[config.mk]
export PLATFORM = sky130hd
export DESIGN_NAME = sar_adc_ctrl_flat
export DESIGN_NICKNAME = d
export VERILOG_FILES = /design/src/rtl/sar_adc_pkg.sv /design/src/rtl/sar_adc_ctrl_if.sv /design/src/rtl/sar_cmp_sync.sv /design/src/rtl/sar_adc_ctrl.sv /design/src/flat_wrapper.sv
export SDC_FILE = /design/constraint.sdc
export NUM_CORES = 1
export LEC_CHECK = 0
export ABC_AREA = 0
export ABC_CLOCK_PERIOD_IN_PS = 2360
export CORE_ASPECT_RATIO = 1.2
export CORE_MARGIN = 2
export CORE_UTILIZATION = 53
export DETAILED_ROUTE_END_ITERATION = 7
export PLACE_DENSITY = 0.79
export SLEW_MARGIN = 10
export SYNTH_ARGS = -nofsm -noshare
export SYNTH_HDL_FRONTEND = slang
export SYNTH_SLANG_ARGS = --single-unit
[constraint.sdc]
create_clock -name clk -period 2.36 [get_ports clk]
set_clock_uncertainty 0.05 [all_clocks]
set_input_delay 0.59 -clock clk [delete_from_list [all_inputs] [get_ports clk]]
set_output_delay 0.59 -clock clk [all_outputs]
set_load 0.01 [all_outputs]
[src/rtl/sar_adc_pkg.sv]
// Shared types and constants for the SAR ADC controller.
// SAR_CMP_SYNC_EN selects a two-flop comparator synchroniser (SYNC_LAT = 2) instead of one capture flop.
package sar_adc_pkg;

  typedef enum logic [1:0] {
    IDLE    = 2'd0,
    SETTLE  = 2'd1,
    COMPARE = 2'd2,
    DONE    = 2'd3
  } state_e;

`ifdef SAR_CMP_SYNC_EN
  localparam int SYNC_LAT = 2;
`else
  localparam int SYNC_LAT = 1;
`endif

  // Bits needed for a phase counter that runs 0 .. max(settle, timeout)-1.
  function automatic int cnt_width(input int settle, input int timeout);
    int m;
    m = (settle > timeout) ? settle : timeout;
    return (m > 2) ? $clog2(m) : 1;
  endfunction

endpackage

[src/rtl/sar_adc_ctrl_if.sv]
// Handshake and analog-side signals of the SAR controller.
// master = host/comparator side, slave = the controller itself.
interface sar_adc_ctrl_if #(
  parameter int WIDTH = 8
);
  logic             start;
  logic             cmp_p;
  logic             cmp_m;
  logic [WIDTH-1:0] dac_code;
  logic             cmp_en;
  logic             busy;
  logic             done;
  logic [WIDTH-1:0] result;
  logic             err;

  modport master (
    output start, cmp_p, cmp_m,
    input  dac_code, cmp_en, busy, done, result, err
  );

  modport slave (
    input  start, cmp_p, cmp_m,
    output dac_code, cmp_en, busy, done, result, err
  );
endinterface

[src/rtl/sar_cmp_sync.sv]
// Capture chain for the comparator's differential pair (depth SYNC_LAT).
// Built with SAR_CMP_SYNC_EN: two flops per rail; otherwise a single capture flop.
module sar_cmp_sync
  import sar_adc_pkg::*;
(
  input  logic clk,
  input  logic rst,
  input  logic cmp_p,
  input  logic cmp_m,
  output logic sp,
  output logic sm,
  output logic resolved
);

  logic [SYNC_LAT-1:0] p_q, p_d;
  logic [SYNC_LAT-1:0] m_q, m_d;

  always_comb begin
`ifdef SAR_CMP_SYNC_EN
    p_d = {p_q[0], cmp_p};
    m_d = {m_q[0], cmp_m};
`else
    p_d = cmp_p;
    m_d = cmp_m;
`endif
  end

  // NOTE: sequential state is updated with non-blocking assignments only, so every
  // flop samples the pre-edge value of its neighbours regardless of block ordering.
  always_ff @(posedge clk) begin
    if (rst) begin
      p_q <= '0;
      m_q <= '0;
    end else begin
      p_q <= p_d;
      m_q <= m_d;
    end
  end

  assign sp       = p_q[SYNC_LAT-1];
  assign sm       = m_q[SYNC_LAT-1];
  // Both rails equal (precharge or invalid) is never a decision.
  assign resolved = sp ^ sm;

endmodule

[src/rtl/sar_adc_ctrl.sv]
// Successive-approximation controller: steps a trial code MSB-first through the DAC and
// reads the comparator back. SAR_CMP_SYNC_EN selects the synchroniser depth (see sar_adc_pkg).
module sar_adc_ctrl
  import sar_adc_pkg::*;
#(
  parameter int WIDTH         = 8,
  parameter int SETTLE_CYCLES = 4,
  parameter int DEC_TIMEOUT   = 8
) (
  input  logic           clk,
  input  logic           rst,
  sar_adc_ctrl_if.slave  bus
);

  localparam int CW = cnt_width(SETTLE_CYCLES, DEC_TIMEOUT);
  localparam int IW = (WIDTH > 2) ? $clog2(WIDTH) : 1;
  localparam logic [WIDTH-1:0] TOP_CODE = {1'b1, {(WIDTH-1){1'b0}}};

  state_e           state_q, state_d;
  logic [WIDTH-1:0] dac_q, dac_d;
  logic [WIDTH-1:0] result_q, result_d;
  logic [IW-1:0]    idx_q, idx_d;
  logic [CW-1:0]    cnt_q, cnt_d;
  logic             err_q, err_d;
  logic             done_q, done_d;

  logic sp, sm, resolved;
  logic accept, timeout;

  sar_cmp_sync u_sync (
    .clk      (clk),
    .rst      (rst),
    .cmp_p    (bus.cmp_p),
    .cmp_m    (bus.cmp_m),
    .sp       (sp),
    .sm       (sm),
    .resolved (resolved)
  );

  // NOTE: every signal written here gets its default first, so no path leaves a
  // value unassigned and no latch is inferred.
  always_comb begin
    state_d  = state_q;
    dac_d    = dac_q;
    result_d = result_q;
    idx_d    = idx_q;
    cnt_d    = cnt_q;
    err_d    = err_q;
    done_d   = 1'b0;
    accept   = 1'b0;
    timeout  = 1'b0;

    case (state_q)
      IDLE: begin
        if (bus.start) begin
          state_d = SETTLE;
          dac_d   = TOP_CODE;
          idx_d   = IW'(WIDTH-1);
          cnt_d   = '0;
          err_d   = 1'b0;
        end
      end

      SETTLE: begin
        if (cnt_q == CW'(SETTLE_CYCLES-1)) begin
          state_d = COMPARE;
          cnt_d   = '0;
        end else begin
          cnt_d = cnt_q + 1'b1;
        end
      end

      COMPARE: begin
        // Early samples still hold pre-strobe data from the capture chain.
        accept  = resolved && (cnt_q >= CW'(SYNC_LAT));
        timeout = !accept && (cnt_q == CW'(DEC_TIMEOUT-1));
        if (accept || timeout) begin
          dac_d[idx_q] = accept & sp & ~sm;
          if (timeout) err_d = 1'b1;
          cnt_d = '0;
          if (idx_q != '0) begin
            dac_d[idx_q - 1'b1] = 1'b1;
            idx_d   = idx_q - 1'b1;
            state_d = SETTLE;
          end else begin
            state_d = DONE;
          end
        end else begin
          cnt_d = cnt_q + 1'b1;
        end
      end

      DONE: begin
        done_d   = 1'b1;
        result_d = dac_q;
        state_d  = IDLE;
      end

      default: state_d = IDLE;
    endcase
  end

  always_ff @(posedge clk) begin
    if (rst) begin
      state_q  <= IDLE;
      dac_q    <= '0;
      result_q <= '0;
      idx_q    <= '0;
      cnt_q    <= '0;
      err_q    <= 1'b0;
      done_q   <= 1'b0;
    end else begin
      state_q  <= state_d;
      dac_q    <= dac_d;
      result_q <= result_d;
      idx_q    <= idx_d;
      cnt_q    <= cnt_d;
      err_q    <= err_d;
      done_q   <= done_d;
    end
  end

  assign bus.dac_code = dac_q;
  assign bus.cmp_en   = (state_q == COMPARE);
  assign bus.busy     = (state_q != IDLE);
  assign bus.done     = done_q;
  assign bus.result   = result_q;
  assign bus.err      = err_q;

endmodule

[src/flat_wrapper.sv]
// flat-port wrapper written by rule: the top's interface ports become plain ports
module sar_adc_ctrl_flat import sar_adc_pkg::*;
#(
  parameter int WIDTH         = 8,
  parameter int SETTLE_CYCLES = 4,
  parameter int DEC_TIMEOUT   = 8
)
  (clk, rst, bus_start, bus_cmp_p, bus_cmp_m, bus_dac_code, bus_cmp_en, bus_busy, bus_done, bus_result, bus_err);
  sar_adc_ctrl_if #(.WIDTH(WIDTH)) bus_i ();
  input  logic clk;
  input  logic rst;
  input wire logic [$bits(bus_i.start)-1:0] bus_start;
  input wire logic [$bits(bus_i.cmp_p)-1:0] bus_cmp_p;
  input wire logic [$bits(bus_i.cmp_m)-1:0] bus_cmp_m;
  output wire logic [$bits(bus_i.dac_code)-1:0] bus_dac_code;
  output wire logic [$bits(bus_i.cmp_en)-1:0] bus_cmp_en;
  output wire logic [$bits(bus_i.busy)-1:0] bus_busy;
  output wire logic [$bits(bus_i.done)-1:0] bus_done;
  output wire logic [$bits(bus_i.result)-1:0] bus_result;
  output wire logic [$bits(bus_i.err)-1:0] bus_err;
  assign bus_i.start = bus_start;
  assign bus_i.cmp_p = bus_cmp_p;
  assign bus_i.cmp_m = bus_cmp_m;
  assign bus_dac_code = bus_i.dac_code;
  assign bus_cmp_en = bus_i.cmp_en;
  assign bus_busy = bus_i.busy;
  assign bus_done = bus_i.done;
  assign bus_result = bus_i.result;
  assign bus_err = bus_i.err;
  sar_adc_ctrl #(.WIDTH(WIDTH), .SETTLE_CYCLES(SETTLE_CYCLES), .DEC_TIMEOUT(DEC_TIMEOUT)) u_core (.clk(clk), .rst(rst), .bus(bus_i));
endmodule
==> run summary <==
Setup ws final -> 0.02714 ns
Max VDD drop -> 0.5010 mV
Htree depth -> 1
Latest clock arrival within the worst-skew pair -> 0.34 ns
Chip width -> 54.44 um
Antenna violations before repair -> 0
Pwr dens -> 662.9 mW/mm^2
Cell area after layout -> 0.001973 sq mm
Fin. max-slew vios -> 0
Pin count of the biggest net entering global routing -> 24
Max incr delay on CP -> 0.57 ns
Slowest stage cell, crit path -> clkdlybuf4s50_1
Dpl ws -> 0.1800 ns
Syn nets -> 204
WS Path Type -> flip-flop to primary output
Routability congestion estimate -> 0.8975
Syn Area/Cell -> 8.651 sq um
Vias in the first global route -> 1418
Commonest non-fill, non-tap cell in the layout -> dfxtp_1
CTS tree -> built
Total gr overflow -> 0
Uppermost layer routed -> met4
Ys async rst share -> 0
First-pass GRT wire length -> 6299 um
Crit end category -> primary output
Total Die Area -> 0.003512 sq mm
Total Wirelength -> 3793 um
Starting density of the core -> 0.5701
Flops & latches, synth -> 28
Total CTS buffers -> 3
Top Ports -> 25
Cell count after synthesis -> 187
Worst-margin pin slew -> 0.5251 ns
Relative slew slack -> 0.6495
LEAKAGE -> 0.7868 nW
CTS Buffer Depth -> 2
CTS root buf -> clkbuf_4
Metal-1 WL -> 1653 um
Hold slack final -> 0.4653 ns
Row cnt -> 21
Maxcap violations -> 0
Detailed Routing Iterations Pass 1 -> 4
Port bufs -> 24
Fillers -> 234
Post-synth EDFFs -> 0
DR iter-0 viols -> 60
Worst-path cell chain -> inv_1 > ha_2 > clkdlybuf4s50_1
CTS hold repair buffers -> 0
Wire per inst -> 15.42 um
Cell taking the most area after synthesis -> dfxtp_1
Fmax -> 0.4287 GHz
Distinct cells, synth -> 46
N_diodes -> 0
Multi-input gate area -> 980.9 sq um
Met2 wire length -> 1948 um
Post-route setup TNS -> 0 ns
Mapped Area -> 0.001618 sq mm
Clk pin slew, worst setup/hold paths -> 0.16 ns
Critical Path RT -> 1.72 ns
Crit start category -> flip-flop
Final period util -> 0.9885
Register area share after synthesis -> 0.3465
RSZ-0062 raised after global routing -> true
Layout cells sized above 1 -> 0.1038
Hold Fails Final Rpt -> 0
Final setup viols -> 0
Post-detail-place hpwl -> 2737 um
Outcome -> complete, no violations
Area delta synth->final -> 21.96%
Crit path buffers/inverters -> 2
Pwr Total -> 0.001308 W
Worst Path Arrival -> 1.69 ns
Fin nets -> 230
DRC errors left -> 0
Placed Area -> 0.001908 sq mm
Core area -> 0.002838 sq mm
Top_reg_cell synth -> dfxtp_1
Post-route ant nets -> 0
Vias -> 1458
Synth top area share -> 0.3465
HP Class -> flip-flop to flip-flop
Sequential standard cell area -> 563.0 sq um
Die span in y -> 64.52 um
CP Max Fanout -> 9
Min Clock Period, post-route -> 2.333 ns
Crit path max-delay family -> buffers and inverters
WL met3 -> 136 um
Ys Warns -> 0
Area contributors post-synth -> dfxtp_1 (35%), ha_1 (9.3%), mux2i_1 (5.6%)
Most frequent cells in the layout -> dfxtp_1 (26), clkdlybuf4s50_1 (24), nor2_1 (20)
Post-CTS setup buffers -> 0
GRT Total Usage -> 0.2341
Sink Count -> 28
Via/cell ratio -> 5.927
-- cells by family after synthesis --
family,after synthesis,synth area share
flops,28,0.3465
fa+ha+maj,12,0.09280
mux,9,0.05569
compound gates,45,0.1934
simple gates,71,0.2529
xor+xnor,1,0.005415
buf+inv,21,0.05336
-- where the power goes --
| part | switching [W] | total, W | internal [W] |
|---|---|---|---|
| Clock | 0.000156 | 0.000328 | 0.000172 |
| Sequential | 0.0000345 | 0.000532 | 0.000498 |
| Combinational | 0.000258 | 0.000448 | 0.000190 |
| Total | 0.000449 | 0.00131 | 0.000859 |
-- path summary, 6_finish.rpt --
| check | start | end | slack [ns] | cells past startpoint |
|---|---|---|---|---|
| hold reg to reg | u_core.bus.result[6] | u_core.bus.result[6] | 0.47 | 2 |
| setup / recovery | u_core.state_q[0] | bus_cmp_en | 0.03 | 3 |
| setup reg to reg | u_core.cnt_q[1] | u_core.bus.dac_code[0] | 0.19 | 7 |
| hold / removal | u_core.bus.result[6] | u_core.bus.result[6] | 0.47 | 2 |
-- worst reg2reg max path, cell delays in order, from the launching register on --
cell	delay, ns
dfxtp_1	0.41
inv_1	0.06
ha_1	0.17
or4_4	0.46
and3b_1	0.26
nor4_1	0.38
nor2_1	0.08
o22a_1	0.21
-- state kept, by name, summed over array words and instances (netlist names) --
register and count:
u_core.bus.result 8, u_core.cnt_q 3, u_core.u_sync.sm 1, u_core.bus.done 1
u_core.state_q 2, u_core.u_sync.sp 1, u_core.bus.dac_code 8, u_core.idx_q 3
u_core.bus.err 1
-- per-layer routing --
metal / up-vias / GRT usage
met1: 690 / 0.2968
met2: 43 / 0.4021
met5: - / 0
li1: 720 / -
met4: 0 / 0.07188
met3: 5 / 0.02535
-- layout make-up --
type                    count  area share
multi-input cells         138      0.4971
well taps                  34     0.02156
clock buffers               3     0.01141
clock inverters             1     0.01522
inverters                  11     0.02093
flip-flops and latches     28      0.2854
repair buffers             31      0.1484
-- cell usage after synthesis (2+ instances only) --
library cell  count
and3_1            2
mux2i_1           9
o21ai_0           6
and2_1            2
or4_4             2
dfxtp_1          28
nor3b_1           3
nor3_2            3
a32oi_1           2
clkbuf_1          9
nor3_1            5
inv_1            11
a21oi_1          12
ha_1             12
a22o_1            2
a22oi_1           2
nor2b_1           6
o22a_1            7
nand2_1           9
nand3_1           2
a211oi_1          3
nor4_1            2
nor2_1           20
nand3b_1          4
nand2b_1          3
-- per-stage QoR --
step,utilization,std cells
2_1_floorplan,-,187
3_3_place_gp,0.6724,242
3_5_place_dp,0.6724,242
4_1_cts,0.6922,246
5_1_grt,0.6953,246
6_report,0.6953,246
-- repair_timing --
| action | 4_1_cts | 5_1_grt |
|---|---|---|
| hold endpoints to repair | 0 | 0 |
| resized for setup | 2 | 2 |
| endpoints found under the setup margin | 2 | 6 |
Power figures use the tool's default switching activity.
==> patch (same flow settings) <==
Add a define of `SAR_CMP_SYNC_EN`.
--- a/src/rtl/sar_adc_pkg.sv
+++ b/src/rtl/sar_adc_pkg.sv
@@ -1,4 +1,6 @@
 // Shared types and constants for the SAR ADC controller.
 // SAR_CMP_SYNC_EN selects a two-flop comparator synchroniser (SYNC_LAT = 2) instead of one capture flop.
+`define SAR_CMP_SYNC_EN
+
 package sar_adc_pkg;
 
Check against the original RTL: not equivalent (a bounded check fails within 10 cycles, from zero or initial values and one cycle with rst high).
==> patch against the original RTL <==
Global-route usage fell by 2.0 points; sequential cell count increased by 2; first-iteration DRC count decreased by 38%; maximum frequency increased by 0.52%; register-to-register slack improved by 0.07 ns; area after synthesis is 4.3% higher; non-clock buffer count decreased by 2; count of clock-buffer cells in the layout is 3 higher; design area rose by 3.1%; setup slack improved by 0.012 ns; wire length rose by 0.45%; worst hold slack got worse by 0.065 ns; largest cell class unchanged; highest routed layer unchanged.
Power is not compared: it rests on default switching activity, and its combinational part moved more than twofold at a synthesized area within 25%.
==> patch: results (changes against the original RTL) <==
| Metric | Value |
|---|---|
| Run status | finished, final reports clean (unchanged) |
| Port-buffer cells | 24 (unchanged) |
| Transition time at the pin with the least slew margin | 0.586 ns (was 0.525 ns) |
| Commonest cells in the synthesized netlist | sky130_fd_sc_hd__dfxtp_1 (30), sky130_fd_sc_hd__nor2_1 (20), sky130_fd_sc_hd__ha_1 (12) (was sky130_fd_sc_hd__dfxtp_1 (28), sky130_fd_sc_hd__nor2_1 (20), sky130_fd_sc_hd__a21oi_1 (12), sky130_fd_sc_hd__ha_1 (12), sky130_fd_sc_hd__inv_1 (11)) |
| Arrival time reported for the critical path endpoint | 1.68 ns |
| Pin count of the biggest net entering global routing | 29 (was 24) |
| Clock slew at reported path FFs | 0.09 ns (was 0.16 ns) |
| Yosys synthesis warning count | 0 (unchanged) |
| Met3 track demand over resource in global routing | 5.09% (was 2.53%) |
| Drt wl/cell | 15.4 um (about the same) |
| Maximum root-to-sink buffer count | 2 (unchanged) |
| Iteration count of the initial detailed-routing pass | 4 (unchanged) |
| Maximum VDD drop | roughly 0.0008 V |
| Iteration-0 DRC Markers | 37 (was 60) |
| Most area-hungry cell type in the Yosys netlist | sky130_fd_sc_hd__dfxtp_1 (unchanged) |
| Post-placement cell area | 1960 um^2 (was 1910 um^2) |
| Wire length of the first global-routing pass | 6180 um (was 6300 um) |
| Path type of the worst min-delay path | flop to flop (unchanged) |
| Worst-Skew Late Latency | 0.32 ns (was 0.34 ns) |
| Net count after synthesis | 202 (was 204) |
| Final layout net count | 227 (was 230) |
| Max H-tree Level | 2 (was 1) |
| Minimum setup slack after placement | 0.121 ns (was 0.180 ns) |
| Crit Path Max Fanout | 6 (was 9) |
| Most common flop cell mapped by yosys | sky130_fd_sc_hd__dfxtp_1 (unchanged) |
| Placer Congestion | 0.889 (was 0.898) |
| Standby leakage power | around 0.00075 uW |
| Number of unique standard cell types used by synthesis | 47 (was 46) |
| Number of antenna violations at the first check in global routing | 0 (unchanged) |
| Clock root buffer | sky130_fd_sc_hd__clkbuf_4 (unchanged) |
| Via count of the first global-routing pass | 1399 (was 1418) |
| Via total after detailed routing | 1479 (was 1458) |
| Post-synthesis async set-or-reset flop share | 0% (unchanged) |
| GRT Resource Usage Total | 21.4% (was 23.4%) |
| Diodes inserted | 0 (unchanged) |
| Met1 Track Usage GR | 23.3% (was 29.7%) |
| Share of synthesized area occupied by flip-flops and latches | 35.6% (was 34.6%) |
| TritonCTS Buffers | 5 (was 3) |
| Dominant cells by area after synthesis | sky130_fd_sc_hd__dfxtp_1 (36%), sky130_fd_sc_hd__ha_1 (8.9%), sky130_fd_sc_hd__mux2i_1 (6.5%) (was sky130_fd_sc_hd__dfxtp_1 (35%), sky130_fd_sc_hd__ha_1 (9.3%), sky130_fd_sc_hd__mux2i_1 (5.6%)) |
| Share of final-layout standard cells stronger than drive strength 1 | 11.4% (was 10.4%) |
| Dpl hpwl | 2710 um (was 2740 um) |
| Global routing met2 resource utilization | 38.8% (was 40.2%) |
-- patch: cell type report --
type	instances	area, um^2
Multi-Input combinational cell	135	1010
Clock buffer	6	51.3
Clock inverter	2	12.5
Timing Repair Buffer	29	278
Sequential cell	30	603
Fill cell	260	1020
Tap cell	36	45.0
Inverter	9	33.8
-- patch: path summary, 6_finish.rpt --
kind | start | to | cells after the start | slack [ns]
max | u_core.state_q[0] | bus_busy | 4 | 0.04
min | u_core.u_sync.m_q[0] | u_core.u_sync.m_q[1] | 1 | 0.40
max reg2reg | u_core.cnt_q[1] | u_core.bus.dac_code[6] | 7 | 0.26
min reg2reg | u_core.u_sync.m_q[0] | u_core.u_sync.m_q[1] | 1 | 0.40
-- patch: power by group --
part / internal [uW] / switching, uW / leakage, uW
logic: 431 / 579 / 0.000470
registers: 563 / 67.1 / 0.000245
clock network: 143 / 175 / 0.0000343
-- patch: critical path, stage by stage (launching register included) --
cell	delay, ns
sky130_fd_sc_hd__dfxtp_2	0.40
sky130_fd_sc_hd__inv_1	0.12
sky130_fd_sc_hd__ha_1	0.24
sky130_fd_sc_hd__inv_1	0.07
sky130_fd_sc_hd__clkdlybuf4s50_1	0.53
-- patch: kinds of logic (layout without fill, tap and decap cells) --
| family | Yosys count | count (layout) | synth area share [%] |
|---|---|---|---|
| flip-flops | 30 | 30 | 35.6 |
| multiplexers | 14 | 14 | 8.53 |
| XOR/XNOR | 2 | 2 | 1.04 |
| AND/OR/NAND/NOR | 61 | 61 | 18.8 |
| adder cells (fa/ha/maj) | 12 | 12 | 8.90 |
| AO/OA/AOI/OAI | 46 | 46 | 22.0 |
| buffers and inverters | 20 | 46 | 5.19 |
-- patch: metal layers --
layer / wire length [um] / share of wire, %
met4: 103 / 2.7
met1: 1620 / 43
met5: 0 / 0
met2: 1940 / 51
met3: 145 / 3.8
-- patch: stage by stage --
stage          std cells  setup TNS, ns
2_1_floorplan        185              0
3_3_place_gp         239              0
3_5_place_dp         239              0
4_1_cts              247       -0.00194
5_1_grt              247       -0.00345
6_report             247              0
-- patch: repair_timing --
action | in CTS | in global routing
endpoints found under the setup margin | 2 | 2
buffers inserted | 0 | 0
gates resized for setup | 2 | 2
